## src/rtl/s9234_n466_sig_compactor.sv

```systemverilog
// Response-capture stage for the s9234 n466 cone: folds one bit per accepted
// pattern into a serial signature register, counts ones, and grades the run.
module s9234_n466_sig_compactor #(
  parameter int                SIG_W = 16,
  parameter logic [SIG_W-1:0]  POLY  = 16'h1021,
  parameter logic [SIG_W-1:0]  SEED  = 16'h0000,
  parameter int                CNT_W = 16
) (
  input  logic             CK,
  input  logic             RST,
  input  logic             start,
  input  logic             abort,
  input  logic [CNT_W-1:0] num_patterns,
  input  logic [SIG_W-1:0] exp_sig,
  input  logic             in_valid,
  output logic             in_ready,
  input  logic             n466,
  output logic             busy,
  output logic             done,
  output logic             pass,
  output logic [SIG_W-1:0] signature,
  output logic [CNT_W-1:0] pat_cnt,
  output logic [CNT_W-1:0] ones_cnt
);

  typedef enum logic [1:0] {
    IDLE = 2'd0,
    RUN  = 2'd1,
    DONE = 2'd2
  } state_t;

  state_t           state_q;
  logic [SIG_W-1:0] sig_q, exp_q, sig_d;
  logic [CNT_W-1:0] pat_q, ones_q, tgt_q, pat_d, ones_d;
  logic             pass_q;
  logic             fb;

  assign fb     = sig_q[SIG_W-1] ^ n466;
  assign sig_d  = {sig_q[SIG_W-2:0], 1'b0} ^ (fb ? POLY : '0);
  assign pat_d  = pat_q + CNT_W'(1);
  // Ones counter sticks at all-ones rather than wrapping on long runs.
  assign ones_d = (&ones_q) ? ones_q : ones_q + CNT_W'(n466);

  always_ff @(posedge CK) begin
    if (RST) begin
      state_q <= IDLE;
      sig_q   <= '0;
      pat_q   <= '0;
      ones_q  <= '0;
      tgt_q   <= '0;
      exp_q   <= '0;
      pass_q  <= 1'b0;
    end else if (abort) begin
      // Counters and signature are left intact for post-mortem inspection.
      state_q <= IDLE;
      pass_q  <= 1'b0;
    end else begin
      case (state_q)
        IDLE, DONE: begin
          if (start) begin
            sig_q  <= SEED;
            pat_q  <= '0;
            ones_q <= '0;
            tgt_q  <= num_patterns;
            exp_q  <= exp_sig;
            if (num_patterns == '0) begin
              state_q <= DONE;
              pass_q  <= (SEED == exp_sig);
            end else begin
              state_q <= RUN;
              pass_q  <= 1'b0;
            end
          end
        end
        RUN: begin
          if (in_valid) begin
            sig_q  <= sig_d;
            pat_q  <= pat_d;
            ones_q <= ones_d;
            if (pat_d == tgt_q) begin
              state_q <= DONE;
              pass_q  <= (sig_d == exp_q);
            end
          end
        end
        default: begin
          state_q <= IDLE;
          pass_q  <= 1'b0;
        end
      endcase
    end
  end

  assign in_ready  = (state_q == RUN);
  assign busy      = (state_q == RUN);
  assign done      = (state_q == DONE);
  assign pass      = pass_q;
  assign signature = sig_q;
  assign pat_cnt   = pat_q;
  assign ones_cnt  = ones_q;

endmodule

```

## config.mk

```make
export PLATFORM = sky130hd
export DESIGN_NAME = s9234_n466_sig_compactor
export DESIGN_NICKNAME = d
export VERILOG_FILES = /design/src/rtl/s9234_n466_sig_compactor.sv
export SDC_FILE = /design/constraint.sdc
export NUM_CORES = 1
export LEC_CHECK = 0
export ABC_CLOCK_PERIOD_IN_PS = 2230
export CORE_ASPECT_RATIO = 0.9
export CORE_MARGIN = 2
export CORE_UTILIZATION = 46
export CTS_CLUSTER_SIZE = 28
export DETAILED_ROUTE_END_ITERATION = 16
export PLACE_DENSITY = 0.86
export SYNTH_ARGS = -nofsm -noshare
export SYNTH_HDL_FRONTEND = slang
export SYNTH_SLANG_ARGS = --single-unit
```

## constraint.sdc

```tcl
create_clock -name CK -period 2.23 [get_ports CK]
set_input_delay 0.223 -clock CK [delete_from_list [all_inputs] [get_ports CK]]
set_output_delay 0.223 -clock CK [all_outputs]
set_load 0.005 [all_outputs]
```

After elaboration in Yosys (flattened, before gate mapping)
Cells that the tools add are included.
- reduce and logical (&&, ||, !) cells: 11
- add/sub/neg operators: 2
- equality and inequality tests: 8
- multiplexer cells: 19
- bitwise logic cells: 3
- operator list (cell ; count):
    16-bit one-hot mux with 2 select lines ; 3
    16-bit 2-to-1 mux ; 5
    16-bit equality test ; 2
    16-bit logical NOT ; 2
    16-bit by 1-bit adder with 16-bit output ; 1
    16-bit by 1-bit adder with 16-bit output, second input constant ; 1
    16-bit AND reduction ; 1
    16-bit by 13-bit XOR with 16-bit output ; 1
    13-bit 2-to-1 mux ; 1
    2-bit 2-to-1 mux ; 4
    2-bit inequality test, second input constant ; 3
    3-bit AND reduction ; 2
    5-bit AND reduction ; 1
    1-bit 2-to-1 mux ; 4
    2-bit one-hot mux with 2 select lines ; 1
    4-bit AND reduction ; 1
    2-bit OR reduction ; 2
    2-bit by 1-bit equality test with 1-bit output, second input constant ; 1
    2-bit equality test, second input constant ; 1
    2-bit logical NOT ; 1
    2-bit by 1-bit inequality test with 1-bit output, second input constant ; 1
    1-bit one-hot mux with 2 select lines ; 1
    2-bit nonzero test ; 1
    1-bit NOT ; 1
    1-bit XOR ; 1
- bits of input ports: 38
- flip-flop bits (word level): 83

Depth between registers and ports, before layout
- word-level depth: 7
- mapped depth: 8
- mapped depth without buffers: 8

Worst setup path before layout
OpenSTA, ideal clock, no wires.
- path kind: reg2reg
- from: register pat_q[0], in the netlist pat_cnt[0]
- to: register pass_q, in the netlist pass
- library setup time: 72 ps
- arrival time: 2150 ps
- path buffers: 0
- cell stages (with the launch flop): 9
- slack: 8 ps
- cells stage by stage: dfxtp_1 -> ha_1 -> nand3_4 -> or3_4 -> o21a_1 -> o311ai_2 -> o211ai_1 -> o31ai_2 -> mux2i_1
- cells in the longest elaborated chain, start to end: 4
- ends and longest elaborated chain (item ; RTL line ; text):
    start: declaration ; 34 ; logic [CNT_W-1:0] pat_q, ones_q, tgt_q, pat_d, ones_d;
    start signal: assignment ; 78 ; pat_q <= pat_d;
    16-bit by 1-bit adder with 16-bit output ; 40 ; assign pat_d = pat_q + CNT_W'(1);
    16-bit equality test ; 80 ; if (pat_d == tgt_q) begin
    2-bit by 1-bit inequality test with 1-bit output (no source line) ; -- ;
    3-bit AND reduction (no source line) ; -- ;
    end signal: assignment ; 68 ; pass_q <= (SEED == exp_sig);
    end signal: assignment ; 82 ; pass_q <= (sig_d == exp_q);
    end: declaration ; 35 ; logic pass_q;
Every way passes these cells.
A chain may end at the register's enable or synchronous reset.

Worst setup path in the final report
Ends and elaborated chain as after synthesis.

==> summary.txt <==
Status
  • Outcome: complete, no violations

Placement
  • Port Buf Inserts: 89
  • Pre-CTS setup slack: -0.0646 ns
  • Hpwl dp: 8610 µm
  • Final GP Congestion: 0.931

Min path
  • Worst hold endpoint: signature[1]
  • Hold Path Origin: RST
  • Worst hold path class: in2reg
  • Hold depth: 3

Worst setup path
  • Worst r2r src: pat_cnt[0]
  • Crit end category: register
  • Worst EP required: 2.52 ns
  • Startpoint types: register
  • Crit-path max FO: 4
  • Crit Path Category: reg2reg
  • R2r worst-path depth: 8
  • Flop2flop setup slack: 0.08 ns
  • WP data arrival: 2.44 ns
  • Capture point of the worst reg-to-reg path: pass

Floorplan
  • # rows: 32
  • I/O pin cnt: 90
  • Chip height: 93.4 µm
  • Initial Util: 47.4%
  • Placeable Area: 8610 µm²
  • Total die area: 9640 µm²
  • Die Width: 103 µm

Synth
  • Syn_nets: 548
  • Yosys reg bits: 83
  • Top_reg_cell synth: dfxtp_1
  • Post-Synthesis Cells: 507
  • Unique masters post-synth: 55
  • Post-synth EDFFs: 0
  • Synth warn: 0
  • Syn avg cell area: 8.05 µm²
  • Asr flop ratio synth: 0%
  • Register area share after synthesis: 40.7%
  • Post-Syn Area: 4080 µm²

CTS
  • Clock slew at reported path FFs: 0.09 ns
  • Clk buf depth: 2
  • H-tree levels: 3
  • Skew-Pair Late Insertion Delay: 0.36 ns
  • Clock Tree Root: clkbuf_8
  • TritonCTS Buffers: 9
  • TritonCTS clock tree: built
  • Clock sink count: 83
  • Cts hold-fix bufs: 0

Global route
  • GR Overflow Total: 0
  • Gr usage total: 24.2%
  • First-pass GRT wire length: 18400 µm
  • Largest net degree at the start of global routing: 36
  • Vias in the first global route: 3987
  • Initial antenna violation count: 0

Timing
  • Setup TNS: 0 ns
  • Count of final setup violators: 0
  • Maximum clock frequency: 466 MHz
  • Fin crit share: 96.2%
  • Min Tclk post-route: 2.15 ns
  • Worst-Margin Slew: 0.522 ns
  • Setup ws final: 0.0839 ns
  • Post-Route Skew: 0.00975 ns
  • Min Hold Slack: 0.356 ns
  • Final Max Slew Viols: 0
  • RSZ-0062 raised after global routing: true
  • Worst slew margin: 65.0%
  • Final hold vios: 0

Layout
  • Antenna Cells: 0
  • Most frequent cells in the layout: 88 x clkdlybuf4s50_1, 87 x nand2_1, 82 x dfxtp_1, 60 x nor2_1, 49 x a21oi_1
  • Synth-to-layout area growth: 35.6%
  • Commonest non-fill, non-tap cell in the layout: clkdlybuf4s50_1
  • Fill cells: 698
  • Final net count: 659
  • Layout cell share with drive strength beyond 1: 12.2%
  • Final design utilization: 64.3%

Power
  • Tot Pwr: 0.00287 W
  • VDD IR max: 0.333 mV
  • Leak: 1.97 nW
  • PwrDens: 519 nW/µm²

Route
  • Vias per cell: 5.66
  • Vias: 4203
  • Initial DRC Count: 293
  • WL/cell: 15.7 µm
  • DRT Pass-1 Iters: 5
  • DRT antenna net count: 0
  • Final wirelength: 11700 µm
  • DRC violations left: 0

Flow run
  • Total of max-cap violations: 0
[worst max-delay path, stage by stage (launching register included)]
cell      delay [ns]
dfxtp_2         0.38
ha_4            0.17
nand3_4         0.09
or3_4           0.36
o21a_1          0.18
o311ai_2        0.20
o211ai_1        0.17
o31ai_4         0.33
mux2i_1         0.21
[registers in the layout, summed over array words and instances (netlist names)]
name       flops
pass           1
ones_cnt      16
exp_q         16
pat_cnt       16
tgt_q         16
signature     16
state_q        2
[report_power, final]
part	total (W)	leakage, nW	internal [W]	switching [W]
combinational	0.000309	1.21	0.000147	0.000163
clock	0.00102	0.0855	0.000444	0.000578
sequential	0.00154	0.673	0.00151	0.0000288
total	0.00287	1.97	0.00210	0.000770
[per-layer routing]
metal / wire [µm] / share of wire [%] / GRT usage [%] / vias to the layer above
li1: - / - / - / 2003
met1: 5020 / 43 / 31.6 / 1995
met5: 0 / 0 / 0 / -
met2: 5580 / 48 / 39.7 / 178
met4: 273 / 2.3 / 9.32 / 0
met3: 786 / 6.7 / 4.41 / 27
[cell type report]
cell class                 instances  area [µm²]  area share [%]
clock buffer                      10         138            2.49
tap                              119         149            2.69
timing repair buffer             125        1180            21.3
sequential                        83        1660            30.1
inverter                           4        15.0           0.271
clock inverter                     6        48.8           0.882
multi-input combinational        395        2340            42.3
[how the worst max path moves through the flow]
stage | from | to | slack [ns] | cells past startpoint
floorplan | pat_cnt[0] | pass | 0.008 | 8
global placement | in_valid | pass | -0.02 | 8
CTS | pat_cnt[0] | pass | 0.03 | 8
global route | pat_cnt[1] | pass | -0.02 | 8
finish | pat_cnt[0] | pass | 0.08 | 8
detailed placement | in_valid | pass | -0.06 | 8
[Yosys cell counts, drive strengths merged (2+ instances only)]
master   instances  area, µm²
nor2            62        235
a22oi           24        180
xor2            26        228
nand2b           8       52.6
nand3b           4       30.0
mux2i            3       30.0
inv              4       15.0
buf              2       18.8
xnor2           21        184
nand4           14        103
a21oi           49        245
ha               3       37.5
o2111ai          2       23.8
dfxtp           83       1660
clkbuf          23       97.6
or2              3       18.8
o2111a           2       22.5
nor4            14        103
nand2           87        327
and3             3       18.8
or3              7       50.1
nor3             8       40.0
a211oi           2       20.0
o21ai           21        105
o211ai           2       15.0
nand3           15       92.6
[kinds of logic (layout without fill, tap and decap cells)]
group	Yosys count	count (layout)	share of synthesized area [%]
AND/OR/NAND/NOR	232	232	27.5
buffers and inverters	29	145	3.22
adder cells (fa/ha/maj)	3	3	0.920
flip-flops	83	83	40.7
multiplexers	3	3	0.736
XOR/XNOR	47	47	10.1
AO/OA/AOI/OAI	110	110	16.8
[timing repair]
action | in CTS | in global routing
pin swaps | 0 | 2
endpoints found under the setup margin | 3 | 7
gates resized for setup | 2 | 7
setup buffers | 0 | 2
[stage by stage]
step	std cells	area, µm²
final	742	5530
after global routing	742	5530
after CTS	740	5480
after detailed placement	724	5280
after global placement	724	5280
after floorplan	507	4080
(Power assumes the default switching activity.)
